**config.mk**
```make
export PLATFORM = sky130hd
export DESIGN_NAME = serial_sum_collector_flat
export DESIGN_NICKNAME = d
export VERILOG_FILES = /design/src/rtl/serial_sum_collector_if.sv /design/src/rtl/serial_sum_collector.sv /design/src/flat_wrapper.sv
export SDC_FILE = /design/constraint.sdc
export NUM_CORES = 1
export LEC_CHECK = 0
export CORE_MARGIN = 2
export CORE_UTILIZATION = 29
export DETAILED_ROUTE_END_ITERATION = 8
export SETUP_SLACK_MARGIN = 0.05
export SLEW_MARGIN = 15
export SYNTH_ARGS = -nofsm -noshare
export SYNTH_HDL_FRONTEND = slang
export SYNTH_SLANG_ARGS = --single-unit
```
**constraint.sdc**
```tcl
create_clock -name clk -period 3.8 [get_ports clk]
set_clock_uncertainty 0.1 [all_clocks]
set_input_delay 0.76 -clock clk [delete_from_list [all_inputs] [get_ports clk]]
set_output_delay 0.76 -clock clk [all_outputs]
set_load 0.05 [all_outputs]
```
**src/rtl/serial_sum_collector_if.sv**
```systemverilog
// ---------------------------------------------------------------------------
// serial_sum_collector_if
//   Bundles the two streams of the serial sum collector:
//     - input bit stream from a bit-serial adder:
//         sum_bit, sum_valid, frame_start, cout_bit
//     - output result stream (valid/ready handshake):
//         res_data[WIDTH-1:0], res_cout, res_valid, res_ready
//   master : producer of the bit stream and consumer of results (the environment)
//   slave  : the collector itself
// ---------------------------------------------------------------------------
interface serial_sum_collector_if #(
    parameter int WIDTH = 8
);
    logic             sum_bit;
    logic             sum_valid;
    logic             frame_start;
    logic             cout_bit;
    logic [WIDTH-1:0] res_data;
    logic             res_cout;
    logic             res_valid;
    logic             res_ready;

    modport master (
        output sum_bit, sum_valid, frame_start, cout_bit, res_ready,
        input  res_data, res_cout, res_valid
    );

    modport slave (
        input  sum_bit, sum_valid, frame_start, cout_bit, res_ready,
        output res_data, res_cout, res_valid
    );
endinterface

```
**src/rtl/serial_sum_collector.sv**
```systemverilog
// ---------------------------------------------------------------------------
// serial_sum_collector
//   Deserialises the LSB-first sum bit stream of a bit-serial adder into
//   WIDTH-bit words, each paired with the adder carry-out, and buffers them
//   in a 2-entry FIFO presented on a valid/ready result port.
//
// Ports
//   clk        : single clock, all state updates on its rising edge
//   reset      : asynchronous, active-high reset
//   bus        : serial_sum_collector_if.slave
//                  sum_bit/sum_valid/frame_start/cout_bit  (bit stream in)
//                  res_data/res_cout/res_valid/res_ready   (result stream out)
//   busy       : a frame is in progress (state SHIFT)
//   overrun    : sticky, a completed word was dropped because the FIFO was full
//   frame_err  : sticky, stray bit in IDLE or truncated frame detected
// ---------------------------------------------------------------------------
module serial_sum_collector #(
    parameter int WIDTH = 8   // legal range 2..16
) (
    input  logic                     clk,
    input  logic                     reset,
    serial_sum_collector_if.slave    bus,
    output logic                     busy,
    output logic                     overrun,
    output logic                     frame_err
);

    localparam int CW = (WIDTH > 2) ? $clog2(WIDTH) : 1;
    localparam logic [CW-1:0] LAST_IDX = CW'(WIDTH - 1);

    typedef enum logic {
        IDLE  = 1'b0,
        SHIFT = 1'b1
    } state_t;

    // -----------------------------------------------------------------------
    // Frame assembly state
    // -----------------------------------------------------------------------
    state_t           state_q, state_d;
    logic [CW-1:0]    cnt_q,   cnt_d;
    logic [WIDTH-1:0] shreg_q, shreg_d;

    logic             push_req;
    logic [WIDTH:0]   push_word;      // {cout, word}
    logic             frame_err_set;
    logic [WIDTH-1:0] shifted;        // shreg shifted right, sum_bit at MSB

    // -----------------------------------------------------------------------
    // Result FIFO (2 entries of {cout, word})
    // -----------------------------------------------------------------------
    logic [WIDTH:0]   mem [2];
    logic             rd_ptr, wr_ptr;
    logic [1:0]       count_q;
    logic             fifo_full;
    logic             pop;
    logic             do_push;

    // Concatenate then shift so the bit falling off the LSB drops out
    // naturally; the result equals {sum_bit, shreg_q[WIDTH-1:1]}.
    assign shifted = WIDTH'({bus.sum_bit, shreg_q} >> 1);

    // -----------------------------------------------------------------------
    // Next-state / datapath logic
    // -----------------------------------------------------------------------
    // NOTE: every signal assigned here gets a default first, so no path
    // leaves one unassigned and no latch is inferred.
    always_comb begin
        state_d       = state_q;
        cnt_d         = cnt_q;
        shreg_d       = shreg_q;
        push_req      = 1'b0;
        push_word     = {bus.cout_bit, shifted};
        frame_err_set = 1'b0;

        // With sum_valid low nothing moves: gaps between bits are unbounded.
        if (bus.sum_valid) begin
            unique case (state_q)
                IDLE: begin
                    if (bus.frame_start) begin
                        shreg_d = {bus.sum_bit, {(WIDTH-1){1'b0}}};
                        cnt_d   = CW'(1);
                        state_d = SHIFT;
                    end else begin
                        // Bit with no frame around it: drop it and flag.
                        frame_err_set = 1'b1;
                    end
                end

                SHIFT: begin
                    if (bus.frame_start) begin
                        // Truncated frame: abandon it and restart on this bit.
                        frame_err_set = 1'b1;
                        shreg_d       = {bus.sum_bit, {(WIDTH-1){1'b0}}};
                        cnt_d         = CW'(1);
                    end else if (cnt_q == LAST_IDX) begin
                        // WIDTH-th bit: the completed word is pushed on this edge.
                        push_req = 1'b1;
                        shreg_d  = '0;
                        cnt_d    = '0;
                        state_d  = IDLE;
                    end else begin
                        shreg_d = shifted;
                        cnt_d   = cnt_q + 1'b1;
                    end
                end

                default: state_d = IDLE;
            endcase
        end
    end

    // -----------------------------------------------------------------------
    // State registers and sticky flags
    // -----------------------------------------------------------------------
    // NOTE: sequential state uses non-blocking assignments so all registers
    // update together from values sampled before the edge.
    always_ff @(posedge clk or posedge reset) begin
        if (reset) begin
            state_q   <= IDLE;
            cnt_q     <= '0;
            shreg_q   <= '0;
            overrun   <= 1'b0;
            frame_err <= 1'b0;
        end else begin
            state_q <= state_d;
            cnt_q   <= cnt_d;
            shreg_q <= shreg_d;
            if (frame_err_set) begin
                frame_err <= 1'b1;
            end
            if (push_req && fifo_full && !pop) begin
                overrun <= 1'b1;
            end
        end
    end

    // -----------------------------------------------------------------------
    // FIFO control
    // -----------------------------------------------------------------------
    assign fifo_full = (count_q == 2'd2);
    assign pop       = bus.res_valid && bus.res_ready;
    // A simultaneous pop frees a slot, so a push into a full FIFO still lands.
    assign do_push   = push_req && (!fifo_full || pop);

    // NOTE: the two storage entries are reset as well, which makes res_data
    // and res_cout read 0 straight out of reset without extra output gating.
    always_ff @(posedge clk or posedge reset) begin
        if (reset) begin
            for (int i = 0; i < 2; i++) begin
                mem[i] <= '0;
            end
            rd_ptr  <= 1'b0;
            wr_ptr  <= 1'b0;
            count_q <= '0;
        end else begin
            if (do_push) begin
                mem[wr_ptr] <= push_word;
                wr_ptr      <= ~wr_ptr;
            end
            if (pop) begin
                rd_ptr <= ~rd_ptr;
            end
            unique case ({do_push, pop})
                2'b10:   count_q <= count_q + 2'd1;
                2'b01:   count_q <= count_q - 2'd1;
                default: count_q <= count_q;
            endcase
        end
    end

    // -----------------------------------------------------------------------
    // Outputs
    // -----------------------------------------------------------------------
    assign bus.res_valid = (count_q != 2'd0);
    assign bus.res_data  = mem[rd_ptr][WIDTH-1:0];
    assign bus.res_cout  = mem[rd_ptr][WIDTH];
    assign busy          = (state_q == SHIFT);

endmodule

```
**src/flat_wrapper.sv**
```systemverilog
// flat-port wrapper written by rule: the top's interface ports become plain ports
module serial_sum_collector_flat 
#(
    parameter int WIDTH = 8                       
)
  (clk, reset, busy, overrun, frame_err, bus_sum_bit, bus_sum_valid, bus_frame_start, bus_cout_bit, bus_res_ready, bus_res_data, bus_res_cout, bus_res_valid);
  serial_sum_collector_if #(.WIDTH(WIDTH)) bus_i ();
  input  logic clk;
  input  logic reset;
  output logic busy;
  output logic overrun;
  output logic frame_err;
  input wire logic [$bits(bus_i.sum_bit)-1:0] bus_sum_bit;
  input wire logic [$bits(bus_i.sum_valid)-1:0] bus_sum_valid;
  input wire logic [$bits(bus_i.frame_start)-1:0] bus_frame_start;
  input wire logic [$bits(bus_i.cout_bit)-1:0] bus_cout_bit;
  input wire logic [$bits(bus_i.res_ready)-1:0] bus_res_ready;
  output wire logic [$bits(bus_i.res_data)-1:0] bus_res_data;
  output wire logic [$bits(bus_i.res_cout)-1:0] bus_res_cout;
  output wire logic [$bits(bus_i.res_valid)-1:0] bus_res_valid;
  assign bus_i.sum_bit = bus_sum_bit;
  assign bus_i.sum_valid = bus_sum_valid;
  assign bus_i.frame_start = bus_frame_start;
  assign bus_i.cout_bit = bus_cout_bit;
  assign bus_i.res_ready = bus_res_ready;
  assign bus_res_data = bus_i.res_data;
  assign bus_res_cout = bus_i.res_cout;
  assign bus_res_valid = bus_i.res_valid;
  serial_sum_collector #(.WIDTH(WIDTH)) u_core (.clk(clk), .reset(reset), .bus(bus_i), .busy(busy), .overrun(overrun), .frame_err(frame_err));
endmodule
```
==> summary.txt <==
Status
  • Outcome: finished clean

Die
  • Standard-cell rows: 26
  • Chip width: 77.6 µm
  • Initial Util: 30.4%
  • Die ar.: 6020 µm²
  • Area of the core: 5170 µm²
  • Die Ht: 77.6 µm
  • Io pins: 20

Routing
  • DR pass1 iterations: 4
  • Final antenna-violating net count: 0
  • Initial DRC count: 32
  • Final WL: 2700 µm
  • Via count: 924
  • Drt wl/cell: 13.0 µm
  • Vias/cell: 4.46
  • Residual DRC: 0

STA
  • RSZ-0062 raised after global routing: no
  • Tcrit/Tclk final: 75.2%
  • Least-Margin Pin Slew: 0.510 ns
  • Hold Vio Cnt, Final: 0
  • Clock period minus worst slack: 2.86 ns
  • Slew Viols, Final: 0
  • WHS: 0.363 ns
  • Slew headroom: 65.9%
  • Setup violators final: 0
  • Fmax achieved: 350 MHz
  • Post-Route Setup TNS: 0 ns

Placement
  • Port-buffer cells: 19
  • Detailed-placement wirelength estimate: 1850 µm
  • Area post-placement: 1850 µm²
  • Routability cong.: 0.724

GRT
  • First-pass GRT wire length: 4940 µm
  • Vias in the first global route: 1,041
  • Overall Global Routing Usage: 10.7%
  • GRT overflow: 0
  • Largest net degree at the start of global routing: 36
  • Initial antenna violation count: 0

Synthesis
  • YS warnings: 0
  • Ranking of synthesized cells by area: dfrtp_1 56%, mux2_2 13%, mux2_4 8.6%
  • Synth Register Bits: 35
  • Synth unique cells: 24
  • Share of the synthesized area in the top cell type: 55.7%
  • Syn nets: 122
  • Cell area after synthesis: 1570 µm²
  • Yosys top cell by area: dfrtp_1
  • Sequential area share after synthesis: 55.7%
  • Avg Inst Size Synth: 14.2 µm²
  • Gate count of the mapped netlist: 111

Clock tree
  • Max Root-Sink Buffers: 2
  • CTS tree: done
  • Number of buffers created by CTS: 5
  • H-tree Lvls: 2
  • Clock Sinks: 35
  • Hold Buf Count CTS: 0
  • Worst-Skew Late Latency: 0.28 ns
  • CTS root buffer: clkbuf_8
  • Postcts setup bufs: 0
  • Clock-pin transition on the worst setup and hold timing paths: 0.07 ns
  • Post_cts resized: 0

Layout
  • Inserted Diodes: 0
  • Post-route cell area: 1950 µm²
  • Area Overhead vs Synth: 23.8%
  • Most frequent cells in the layout: 35 x dfrtp_1, 19 x clkdlybuf4s50_1, 18 x mux2_2, 9 x mux2_4, 9 x a22o_1
  • Share of layout cells above drive strength 1: 29.9%
  • Area of the multi-input gates: 658 µm²
  • Most common cell after layout, fill and taps aside: dfrtp_1
  • FF+latch area: 876 µm²
  • Fillcell total: 500
  • NumNets Final: 147

Critical path
  • Critical Path Source Type: register
  • WP buf/inv: 1
  • Setup slack, reg-to-reg: 1.79 ns
  • Setup CP Type: register to primary output
  • Critical Path AT: 2.00 ns
  • Reg2Reg Launch Point: u_core.cnt_q[0]$_DFFE_PP0P_
  • WP depth: 2
  • FF-to-FF path depth: 7
  • Maximum fanout along the worst path: 10
  • Reg-to-Reg End: u_core.count_q[1]$_DFFE_PP0P_
  • Critical path launch point: u_core.rd_ptr$_DFFE_PP0P_
  • Slowest cell on the critical path: clkdlybuf4s50_1
  • CP top delay family: buffers and inverters
  • Worst EP required: 2.94 ns
  • Nature of the critical path endpoint: primary output
  • CP Cell Sequence: mux2_2, clkdlybuf4s50_1
  • Largest stage delay on the critical path: 0.71 ns

Job
  • Max-Cap Viols: 0

Hold path
  • Worst Hold End: u_core.frame_err$_DFFE_PP0P_
  • Hold Startpoint: u_core.frame_err$_DFFE_PP0P_
  • Worst hold path depth: 1
  • Hold WC Path Type: register to register

Pwr
  • Lkg Pwr: 0.000917 µW
  • Worst VDD drop: 0.000163 V
  • Final Power: 947 µW
  • Power Density: 487 nW/µm²
## synthesized netlist by cell type (all sizes together)
| cell | count |
|---|---|
| ha | 4 |
| buf | 1 |
| or3b | 1 |
| clkbuf | 2 |
| xnor2 | 3 |
| dfrtp | 35 |
| o21ai | 3 |
| nand3 | 1 |
| nand2b | 2 |
| mux2 | 27 |
| xor2 | 2 |
| a21o | 1 |
| nor2 | 4 |
| inv | 5 |
| nor3 | 1 |
| o21bai | 1 |
| a22o | 9 |
| nand2 | 4 |
| and2 | 1 |
| or2 | 1 |
| nand4b | 1 |
| nor3b | 1 |
| and4b | 1 |
## cell type report
| cell class | count | area share, % |
|---|---|---|
| Sequential cell | 35 | 45.0 |
| Tap cell | 70 | 4.50 |
| Clock buffer | 8 | 5.14 |
| Timing Repair Buffer | 21 | 10.5 |
| Multi-Input combinational cell | 68 | 33.8 |
| Inverter | 5 | 0.965 |
## report_power, final
part	leakage, µW	total [µW]	switching, µW	internal (µW)
Combinational	0.000402	195	95.6	99.7
Clock	0.0000515	288	123	165
Sequential	0.000464	464	51.9	412
Total	0.000917	947	270	677
## flip-flops by register name, indices dropped and copies added, names as in the netlist
signal	cells
u_core.wr_ptr	1
u_core.shreg_q	7
u_core.cnt_q	3
u_core.mem	18
u_core.rd_ptr	1
u_core.overrun	1
u_core.frame_err	1
u_core.busy	1
u_core.count_q	2
## through the flow
stage / worst slack, ns / std cells / util [%]
2_1_floorplan: 1.80 / 111 / -
3_3_place_gp: 1.19 / 199 / 35.7
3_5_place_dp: 1.13 / 199 / 35.7
4_1_cts: 0.895 / 207 / 37.6
5_1_grt: 0.837 / 207 / 37.6
6_report: 0.944 / 207 / 37.6
## worst max path at each step
stage	endpoint	slack (ns)
finish	bus_res_data[2]	0.94
global route	bus_res_data[2]	0.84
CTS	bus_res_data[7]	0.90
detailed placement	u_core.cnt_q[1]$_DFFE_PP0P_	1.13
global placement	u_core.shreg_q[2]$_DFFE_PP0P_	1.19
floorplan	bus_res_cout	1.80
## kinds of logic (layout without fill, tap and decap cells)
logic type               after synthesis  in the layout  synth area share (%)
multiplexers                          27             27                  21.5
XOR/XNOR                               5              5                  2.79
AND/OR/NAND/NOR                       18             18                  7.48
adder cells (fa/ha/maj)                4              4                  3.18
AO/OA/AOI/OAI                         14             14                  6.93
flip-flops                            35             35                  55.7
buffers and inverters                  8             34                  2.39
## metal layers
layer	vias up	part of all wire, %	GRT usage (%)
met5	-	0	0
met4	0	1.9	4.82
met3	5	4.6	4.77
met2	19	46	16.3
met1	455	47	13.1
li1	445	-	-
Power figures use the tool's default switching activity.
